**src/rtl/sat_accum_sched_if.sv**
```systemverilog
// Bundle of per-channel sample handshake, clears and accumulator/writeback outputs
// for sat_accum_sched. The slave modport is the accumulator side.
interface sat_accum_sched_if #(
    parameter int N_CH  = 4,
    parameter int IN_W  = 16,
    parameter int ACC_W = 24
);
    localparam int CH_W = $clog2(N_CH);

    logic [N_CH-1:0]       in_valid;
    logic [N_CH-1:0]       in_ready;
    logic [N_CH*IN_W-1:0]  in_data;
    logic [N_CH-1:0]       clr;
    logic [N_CH*ACC_W-1:0] acc_data;
    logic                  wr_valid;
    logic [CH_W-1:0]       wr_ch;
    logic [7:0]            sat_cnt;
    logic                  sat_cnt_clr;
    logic [N_CH-1:0]       sat_flag;

    modport master (
        output in_valid, in_data, clr, sat_cnt_clr,
        input  in_ready, acc_data, wr_valid, wr_ch, sat_cnt, sat_flag
    );

    modport slave (
        input  in_valid, in_data, clr, sat_cnt_clr,
        output in_ready, acc_data, wr_valid, wr_ch, sat_cnt, sat_flag
    );
endinterface

```
**src/rtl/sat_accum_sched.sv**
```systemverilog
// Round-robin shared saturating accumulator: N_CH channels share one add/saturate stage.
// Define SAT_STICKY_EN to build the sticky per-channel saturation flags.
module sat_accum_sched #(
    parameter int N_CH  = 4,
    parameter int IN_W  = 16,
    parameter int ACC_W = 24
) (
    input logic              clk,
    input logic              rst_n,
    sat_accum_sched_if.slave bus
);
    localparam int CH_W = $clog2(N_CH);
    localparam logic signed [ACC_W-1:0] ACC_MAX = {1'b0, {(ACC_W-1){1'b1}}};
    localparam logic signed [ACC_W-1:0] ACC_MIN = {1'b1, {(ACC_W-1){1'b0}}};

    function automatic logic [CH_W-1:0] rr_idx(input logic [CH_W-1:0] base, input int k);
        int sum;
        sum = (int'(base) + k) % N_CH;
        return CH_W'(sum);
    endfunction

    logic [CH_W-1:0]         r_last;
    logic [N_CH-1:0]         w_grant;
    logic [CH_W-1:0]         w_grant_ch;
    logic                    w_grant_any;

    logic                    r_s1_valid;
    logic [CH_W-1:0]         r_s1_ch;
    logic signed [IN_W-1:0]  r_s1_data;

    logic signed [ACC_W-1:0] w_acc [N_CH];
    logic signed [ACC_W-1:0] w_acc_sel;
    logic signed [ACC_W:0]   w_sum;
    logic                    w_ovf;
    logic signed [ACC_W-1:0] w_wb_value;
    logic                    w_sat_event;

    logic                    r_wr_valid;
    logic [CH_W-1:0]         r_wr_ch;
    logic [7:0]              r_sat_cnt;

    // Priority starts just after the last granted channel; nothing is granted while in reset.
    always_comb begin
        w_grant     = '0;
        w_grant_ch  = r_last;
        w_grant_any = 1'b0;
        for (int k = 1; k <= N_CH; k++) begin
            if (!w_grant_any && bus.in_valid[rr_idx(r_last, k)]) begin
                w_grant_any = 1'b1;
                w_grant_ch  = rr_idx(r_last, k);
            end
        end
        w_grant[w_grant_ch] = w_grant_any & rst_n;
    end

    assign bus.in_ready = w_grant;

    always_ff @(posedge clk or negedge rst_n) begin
        if (!rst_n) begin
            r_last     <= '0;
            r_s1_valid <= 1'b0;
            r_s1_ch    <= '0;
            r_s1_data  <= '0;
        end else begin
            r_s1_valid <= w_grant_any;
            if (w_grant_any) begin
                r_last    <= w_grant_ch;
                r_s1_ch   <= w_grant_ch;
                r_s1_data <= bus.in_data[w_grant_ch*IN_W +: IN_W];
            end
        end
    end

    assign w_acc_sel = w_acc[r_s1_ch];
    assign w_sum     = {w_acc_sel[ACC_W-1], w_acc_sel}
                     + {{(ACC_W+1-IN_W){r_s1_data[IN_W-1]}}, r_s1_data};
    assign w_ovf     = w_sum[ACC_W] ^ w_sum[ACC_W-1];

    always_comb begin
        w_wb_value = w_sum[ACC_W-1:0];
        if (w_ovf) begin
            w_wb_value = w_sum[ACC_W] ? ACC_MIN : ACC_MAX;
        end
    end

    // A clear landing on the writeback cycle discards the sample, so it cannot count as saturation.
    assign w_sat_event = r_s1_valid && w_ovf && !bus.clr[r_s1_ch];

`ifdef SAT_STICKY_EN
    logic [N_CH-1:0] w_flag;
`endif

    genvar gi;
    generate
        for (gi = 0; gi < N_CH; gi++) begin : g_ch
            logic signed [ACC_W-1:0] r_acc;
            logic                    w_wr_hit;

            assign w_wr_hit = r_s1_valid && (r_s1_ch == CH_W'(gi));

            always_ff @(posedge clk or negedge rst_n) begin
                if (!rst_n) begin
                    r_acc <= '0;
                end else if (bus.clr[gi]) begin
                    r_acc <= '0;
                end else if (w_wr_hit) begin
                    r_acc <= w_wb_value;
                end
            end

            assign w_acc[gi]                          = r_acc;
            assign bus.acc_data[gi*ACC_W +: ACC_W]    = r_acc;

`ifdef SAT_STICKY_EN
            logic r_flag;

            always_ff @(posedge clk or negedge rst_n) begin
                if (!rst_n) begin
                    r_flag <= 1'b0;
                end else if (w_wr_hit && w_ovf) begin
                    r_flag <= 1'b1;
                end else if (bus.clr[gi]) begin
                    r_flag <= 1'b0;
                end
            end

            assign w_flag[gi] = r_flag;
`endif
        end
    endgenerate

`ifdef SAT_STICKY_EN
    assign bus.sat_flag = w_flag;
`else
    assign bus.sat_flag = '0;
`endif

    always_ff @(posedge clk or negedge rst_n) begin
        if (!rst_n) begin
            r_wr_valid <= 1'b0;
            r_wr_ch    <= '0;
            r_sat_cnt  <= '0;
        end else begin
            r_wr_valid <= r_s1_valid;
            if (r_s1_valid) begin
                r_wr_ch <= r_s1_ch;
            end
            if (bus.sat_cnt_clr) begin
                r_sat_cnt <= {7'd0, w_sat_event};
            end else if (w_sat_event && r_sat_cnt != 8'hFF) begin
                r_sat_cnt <= r_sat_cnt + 8'd1;
            end
        end
    end

    assign bus.wr_valid = r_wr_valid;
    assign bus.wr_ch    = r_wr_ch;
    assign bus.sat_cnt  = r_sat_cnt;
endmodule

```
**src/flat_wrapper.sv**
```systemverilog
// flat-port wrapper written by rule: the top's interface ports become plain ports
module sat_accum_sched_flat 
#(
    parameter int N_CH  = 4,
    parameter int IN_W  = 16,
    parameter int ACC_W = 24
)
  (clk, rst_n, bus_in_valid, bus_in_data, bus_clr, bus_sat_cnt_clr, bus_in_ready, bus_acc_data, bus_wr_valid, bus_wr_ch, bus_sat_cnt, bus_sat_flag);
  sat_accum_sched_if #(.N_CH(N_CH), .IN_W(IN_W), .ACC_W(ACC_W)) bus_i ();
  input logic clk;
  input logic rst_n;
  input wire logic [$bits(bus_i.in_valid)-1:0] bus_in_valid;
  input wire logic [$bits(bus_i.in_data)-1:0] bus_in_data;
  input wire logic [$bits(bus_i.clr)-1:0] bus_clr;
  input wire logic [$bits(bus_i.sat_cnt_clr)-1:0] bus_sat_cnt_clr;
  output wire logic [$bits(bus_i.in_ready)-1:0] bus_in_ready;
  output wire logic [$bits(bus_i.acc_data)-1:0] bus_acc_data;
  output wire logic [$bits(bus_i.wr_valid)-1:0] bus_wr_valid;
  output wire logic [$bits(bus_i.wr_ch)-1:0] bus_wr_ch;
  output wire logic [$bits(bus_i.sat_cnt)-1:0] bus_sat_cnt;
  output wire logic [$bits(bus_i.sat_flag)-1:0] bus_sat_flag;
  assign bus_i.in_valid = bus_in_valid;
  assign bus_i.in_data = bus_in_data;
  assign bus_i.clr = bus_clr;
  assign bus_i.sat_cnt_clr = bus_sat_cnt_clr;
  assign bus_in_ready = bus_i.in_ready;
  assign bus_acc_data = bus_i.acc_data;
  assign bus_wr_valid = bus_i.wr_valid;
  assign bus_wr_ch = bus_i.wr_ch;
  assign bus_sat_cnt = bus_i.sat_cnt;
  assign bus_sat_flag = bus_i.sat_flag;
  sat_accum_sched #(.N_CH(N_CH), .IN_W(IN_W), .ACC_W(ACC_W)) u_core (.clk(clk), .rst_n(rst_n), .bus(bus_i));
endmodule
```
**config.mk**
```make
export PLATFORM = sky130hd
export DESIGN_NAME = sat_accum_sched_flat
export DESIGN_NICKNAME = d
export VERILOG_FILES = /design/src/rtl/sat_accum_sched_if.sv /design/src/rtl/sat_accum_sched.sv /design/src/flat_wrapper.sv
export SDC_FILE = /design/constraint.sdc
export NUM_CORES = 1
export LEC_CHECK = 0
export CORE_MARGIN = 3
export CORE_UTILIZATION = 30
export DETAILED_ROUTE_END_ITERATION = 8
export HOLD_SLACK_MARGIN = 0.03
export SLEW_MARGIN = 20
export SYNTH_ARGS = -nofsm -noshare
export SYNTH_HDL_FRONTEND = slang
export SYNTH_SLANG_ARGS = --single-unit
export TNS_END_PERCENT = 10
```
**constraint.sdc**
```tcl
create_clock -name clk -period 6.9 [get_ports clk]
set_input_delay 1.38 -clock clk [delete_from_list [all_inputs] [get_ports clk]]
set_output_delay 1.38 -clock clk [all_outputs]
set_load 0.02 [all_outputs]
```
Word-level counts from Yosys, hierarchy flattened
Cells that the tools add are included.
W data, S select, Z words.
{"block": "classes", "shifts": 1, "n_bitwise": 4, "eq_ne": 4, "reduce_logical": 21, "magnitude_cmp": 8, "add_sub_neg": 6, "n_mux": 35}
{"cell": "$mux W24", "count": 12}
{"cell": "$shiftx A64 B7 Y16", "count": 1}
{"cell": "$bmux W24 S2", "count": 1}
{"cell": "$add A24 B16 Y25", "count": 1}
{"cell": "$lt A2 B3 Y1 const B", "count": 6}
{"cell": "$mux W8", "count": 2}
{"cell": "$logic_and A1 B1 Y1", "count": 11}
{"cell": "$bmux W1 S2", "count": 5}
{"cell": "$mux W1", "count": 10}
{"cell": "$reduce_bool A2 Y1", "count": 5}
{"cell": "$add A8 B1 Y8 const B", "count": 1}
{"cell": "$mux W2", "count": 4}
{"cell": "$ne A8 B8 Y1 const B", "count": 1}
{"cell": "$add A2 B1 Y2 const B", "count": 2}
{"cell": "$add A2 B2 Y2 const B", "count": 2}
{"cell": "$and A4 B4 Y4", "count": 1}
{"cell": "$eq A2 B2 Y1 const B", "count": 2}
{"cell": "$logic_not A1 Y1", "count": 4}
{"cell": "$ge A3 B3 Y1 const B", "count": 1}
{"cell": "$not A2 Y3", "count": 1}
{"cell": "$demux W1 S2", "count": 1}
{"cell": "$eq A2 B1 Y1 const B", "count": 1}
{"cell": "$ge A2 B1 Y1 const B", "count": 1}
{"cell": "$logic_not A2 Y1", "count": 1}
{"cell": "other kinds (2)", "count": 2}
{"block": "word_totals", "wordCells": 89, "register_bits": 126, "out_inout_bits": 115, "in_bits": 75}

Depth between registers and ports, before layout
{"block": "depth", "word_depth": 18, "mapped_depth": 15, "depth_no_buf": 11}

Worst setup path after synthesis
No wires, ideal clock.
{"block": "synth_path", "kind": "input port to output port", "startpoint": "input port bus_in_valid[0]", "endpoint": "output port bus_in_ready[0]", "arrival_ns": 3.268, "t_required_ns": 5.520, "cell_stages": 8, "n_path_buf": 2, "slack_ns": 2.252, "path_cell_list": "mux4_2 and2_1 a211o_1 o21ai_1 buf_4 buf_4 inv_2 nor3_1"}
{"block": "synth_via", "elab_chain_len": 17, "word_cells_on_any_way": 29, "classes_between": "2 x order compare; 18 x mux; 2 x bitwise; 7 x reduce/logical"}
{"element": "start, declared", "line_no": "flat_wrapper.sv:12", "text": "input wire logic [$bits(bus_i.in_valid)-1:0] bus_in_valid;"}
{"element": "$bmux W1 S2", "line_no": "sat_accum_sched.sv:48", "text": "if (!w_grant_any && bus.in_valid[rr_idx(r_last, k)]) begin"}
{"element": "$mux W1 (not written as such)", "line_no": "sat_accum_sched.sv:48"}
{"element": "$mux W1", "line_no": "sat_accum_sched.sv:48"}
{"element": "$logic_not A1 Y1", "line_no": "sat_accum_sched.sv:48"}
{"element": "$logic_and A1 B1 Y1", "line_no": "sat_accum_sched.sv:48"}
{"element": "$mux W1", "line_no": "sat_accum_sched.sv:48"}
{"element": "$logic_not A1 Y1", "line_no": "sat_accum_sched.sv:48"}
{"element": "$logic_and A1 B1 Y1", "line_no": "sat_accum_sched.sv:48"}
{"element": "$mux W1", "line_no": "sat_accum_sched.sv:48"}
{"element": "$logic_not A1 Y1", "line_no": "sat_accum_sched.sv:48"}
{"element": "$logic_and A1 B1 Y1", "line_no": "sat_accum_sched.sv:48"}
{"element": "$mux W2", "line_no": "sat_accum_sched.sv:48"}
{"element": "$lt A2 B3 Y1 (not written as such) / $ge A2 B1 Y1 (equally long branches)", "line_no": "sat_accum_sched.sv:53", "text": "w_grant[w_grant_ch] = w_grant_any & rst_n;"}
{"element": "$logic_and A1 B1 Y1 (not written as such)", "line_no": "sat_accum_sched.sv:53"}
{"element": "$mux W1 (not written as such)", "line_no": "sat_accum_sched.sv:53"}
{"element": "$demux W1 S2"}
{"element": "$and A4 B4 Y4 (no line) *"}
{"element": "end, declared", "line_no": "flat_wrapper.sv:16", "text": "output wire logic [$bits(bus_i.in_ready)-1:0] bus_in_ready;"}
Mark *: on every way between the ends. The rest lies on a longest branch, timed or not. The select of a mux whose other input is x is not followed.

Final worst setup path
{"block": "layout_path", "startpoint": "register u_core.r_last[0]", "endpoint": "output port bus_in_ready[1]"}
{"block": "layout_via", "elab_chain_len": 18, "word_cells_on_any_way": 33, "classes_between": "4 x add/sub; 2 x order compare; 18 x mux; 2 x bitwise; 7 x reduce/logical"}
{"element": "start, declared", "line_no": "sat_accum_sched.sv:22", "text": "logic [CH_W-1:0] r_last;"}
{"element": "start signal, assigned", "line_no": "sat_accum_sched.sv:67", "text": "r_last <= w_grant_ch;"}
{"element": "$add A2 B1 Y2", "line_no": "sat_accum_sched.sv:18", "text": "sum = (int'(base) + k) % N_CH;"}
{"element": "$bmux W1 S2", "line_no": "sat_accum_sched.sv:48"}
{"element": "$mux W1 (not written as such)", "line_no": "sat_accum_sched.sv:48"}
{"element": "$mux W1", "line_no": "sat_accum_sched.sv:48"}
{"element": "$logic_not A1 Y1", "line_no": "sat_accum_sched.sv:48"}
{"element": "$logic_and A1 B1 Y1", "line_no": "sat_accum_sched.sv:48"}
{"element": "$mux W1", "line_no": "sat_accum_sched.sv:48"}
{"element": "$logic_not A1 Y1", "line_no": "sat_accum_sched.sv:48"}
{"element": "[2 not listed]"}
{"element": "$logic_not A1 Y1", "line_no": "sat_accum_sched.sv:48"}
{"element": "$logic_and A1 B1 Y1", "line_no": "sat_accum_sched.sv:48"}
{"element": "$mux W2", "line_no": "sat_accum_sched.sv:48"}
{"element": "$lt A2 B3 Y1 (not written as such) / $ge A2 B1 Y1 (equally long branches)", "line_no": "sat_accum_sched.sv:53"}
{"element": "$logic_and A1 B1 Y1 (not written as such)", "line_no": "sat_accum_sched.sv:53"}
{"element": "$mux W1 (not written as such)", "line_no": "sat_accum_sched.sv:53"}
{"element": "$demux W1 S2"}
{"element": "$and A4 B4 Y4 (no line) *"}
Marked as above.

==> summary.txt <==
Cells and area
  – Synth-to-layout area growth: 34.7%
  – Commonest non-fill, non-tap cell in the layout: clkdlybuf4s50_1
  – # diodes: 0
  – Layout cells sized above 1: 0.129
  – Most frequent cells in the layout: clkdlybuf4s50_1 (184), dfrtp_1 (125), a22o_1 (88)
  – Nets: 957

Clocking
  – Post-CTS Setup Bufs: 0
  – Post-CTS sizing: 0
  – Clock net sink count: 126
  – Total CTS buffers: 17
  – CTS Root Cell: clkbuf_16
  – CTS Buffer Depth: 2
  – CTS clk-pin slew, worst paths: 0.06 ns
  – Clock Latency Late Sink: 0.42 ns
  – CTS tree: yes
  – Hold-fix buffers, CTS: 0
  – H-tree depth: 4

Drt
  – Routed vias/inst: 5.40
  – Drt drc: 0
  – WL final: 24100 um
  – Routed vias: 6449
  – DR pass1 iterations: 4
  – Initial DRC Count: 478
  – Wire per inst: 20.1 um
  – Routed Antenna Nets: 0

Logic synthesis
  – Ys async rst share: 1.00
  – Part of the Yosys area used for sequential elements: 0.406
  – Avg Inst Size Synth: 11.4 um2
  – Register bit total from synthesis: 126
  – Number of synthesized flops with an enable pin: 0
  – Netlist Area Pre-Place: 0.00776 mm2
  – Syn Inst Count: 681
  – Synth warnings: 0
  – Synth unique cells: 73
  – Ys flop type: dfrtp_1

Hold path
  – Hold Startpoint: u_core.bus.wr_ch[0]
  – Worst hold path class: flip-flop to flip-flop

GRT
  – Met2 Resource Use GR: 0.280
  – Routing usage on met1: 0.244
  – Grt met3 use: 0.0430
  – Largest net degree at the start of global routing: 69
  – First-pass GRT wire length: 38600 um
  – GRT Total Usage: 0.175
  – Initial antenna violation count: 0
  – Vias in the first global route: 6557
  – Grt total ovfl: 0
  – Gr busiest metal: met2

Floorplan
  – I/O pin count: 190
  – Initial Util: 0.306
  – Die Footprint: 0.0278 mm2
  – Die Height: 167 um
  – Cell Rows: 58
  – Core ar.: 0.0253 mm2
  – Die Width: 167 um

STA
  – Setup violators final: 0
  – Final Max Tran Viols: 0
  – Worst Setup Slack, final: 1.17 ns
  – Final Critical Period: 5.73 ns
  – Clock skew: 0.00925 ns
  – Max-slew headroom: 0.419
  – Fmax: 175 MHz
  – Post-route setup TNS: 0 ns
  – Worst Tran Pin Value: 0.870 ns
  – Tcrit/Tclk final: 0.830
  – Final hold vios: 0
  – RSZ-0062 raised after global routing: no

Flow run
  – # Max-Cap Violations: 0

Critical path
  – Critical Path RT: 5.52 ns
  – Critical path type: flip-flop to primary output
  – Worst R2R Start: u_core.r_last[0]
  – Critical Path Sink Type: primary output
  – CP arrival: 4.35 ns
  – CP Max Fanout: 34
  – CP Launch Point: u_core.r_last[0]
  – Critical path launch point type: flip-flop

Power and ir drop
  – Seq pwr share: 0.210
  – Gate power share: 0.650
  – Clock share of power: 0.140
  – P_sw: 0.00308 W
  – Power Total: 0.00652 W
  – PD cells: 624 mW/mm2
  – Leak: 4.44 nW
  – VDD IR max: 0.229 mV
  – Pint: 0.00344 W
  – Net Sw Frac: 0.473

Placed design
  – # port buffers: 185
  – Post-Place Setup Slack: 1.32 ns
  – Gpl congestion: 0.858
  – Post-DP HPWL: 17300 um

Run status
  – Status: completed
[metal layers]
metal / wire length, um / vias up
met1: 11100 / 3251
met4: 255 / 0
li1: - / 2982
met2: 11500 / 196
met3: 1270 / 20
met5: 0 / -
[critical path, stage by stage (launching register included)]
cell and delay (ns):
dfrtp_2 0.91, inv_1 0.19, ha_1 0.48, nor2b_1 0.10, a211o_1 0.32, a22oi_2 0.26
and2_1 0.21, a211o_1 0.14, o21ai_4 0.06, buf_4 0.32, nor3_1 0.26, clkdlybuf4s50_1 0.65
[flip-flops by register name, indices dropped and copies added, names as in the netlist]
signal               cells
u_core.g_ch.r_acc       96
u_core.r_s1_valid        1
u_core.bus.wr_valid      1
u_core.r_s1_data        16
u_core.r_last            2
u_core.bus.wr_ch         2
u_core.bus.sat_cnt       8
[Yosys cell counts (4+ instances only)]
cell type / n / area, um2
a211o_1: 4 / 35.0
a211oi_1: 5 / 37.5
a21o_1: 7 / 52.6
a21oi_1: 30 / 150
a21oi_2: 4 / 35.0
a221oi_1: 6 / 52.6
a221oi_2: 10 / 150
a22o_1: 88 / 771
a311oi_1: 6 / 52.6
and2_1: 5 / 31.3
and3_1: 6 / 37.5
buf_2: 6 / 30.0
buf_4: 9 / 67.6
buf_6: 11 / 124
clkbuf_1: 18 / 67.6
dfrtp_1: 126 / 3150
ha_1: 29 / 363
inv_1: 13 / 48.8
mux2_1: 4 / 45.0
mux2i_1: 35 / 350
mux4_2: 27 / 608
nand2_1: 46 / 173
nand2b_1: 8 / 50.1
nand3_1: 10 / 50.1
nor2_1: 37 / 139
nor2b_1: 6 / 37.5
nor3_1: 7 / 35.0
nor4_4: 4 / 85.1
o21a_1: 5 / 37.5
o21ai_0: 9 / 45.0
o21ai_1: 16 / 80.1
or4_1: 10 / 75.1
xnor2_1: 7 / 61.3
xor2_1: 9 / 78.8
[worst paths after layout]
kind / slack (ns) / cells past startpoint / to
max: 1.17 / 11 / bus_in_ready[1]
min in group asynchronous: 1.01 / 1 / u_core.r_s1_data[0]
min: 0.51 / 1 / u_core.bus.wr_ch[0]
max reg2reg: 2.07 / 11 / u_core.g_ch[3].r_acc[9]
min reg2reg: 0.51 / 1 / u_core.bus.wr_ch[0]
max in group asynchronous: 4.51 / 2 / u_core.g_ch[2].r_acc[16]
[per-stage QoR]
step	cell area (um2)	instances	util	hold slack (ns)
after floorplan	7770	684	-	0.352
after global placement	9840	1163	0.389	0.501
after detailed placement	9840	1163	0.389	0.504
after CTS	10400	1195	0.412	0.519
after global routing	10400	1195	0.413	0.533
final	10400	1195	0.413	0.515
[power by group through the flow]
stage	sequential [W]	combinational (W)	clock (W)
2_1_floorplan	0.00154	0.00281	0
3_3_place_gp	0.00137	0.00421	0
3_5_place_dp	0.00138	0.00423	0
4_1_cts	0.00137	0.00425	0.000936
5_1_grt	0.00142	0.00463	0.000977
6_report	0.00137	0.00424	0.000916
[cell families (layout without fill, tap and decap cells)]
kind of cell	Yosys count	after routing	share of synthesized area
AOI/OAI and AO/OA	225	225	0.239
xor gates and xnor gates	16	16	0.0181
adders and majority gates	30	30	0.0494
buffers and inverters	62	243	0.0474
DFF	126	126	0.406
muxes	68	68	0.132
other	1	4	0.000483
and+or+nand+nor	153	153	0.107
[layout make-up]
cell class | instances | area (um2)
clock buffers | 19 | 433
clock inverters | 13 | 166
fillers | 2446 | 14900
inverters | 14 | 52.6
multi-input cells | 496 | 4290
flip-flops and latches | 126 | 3150
well taps | 330 | 413
repair buffers | 197 | 1940
Note: power is estimated with default switching activity, not from simulation.
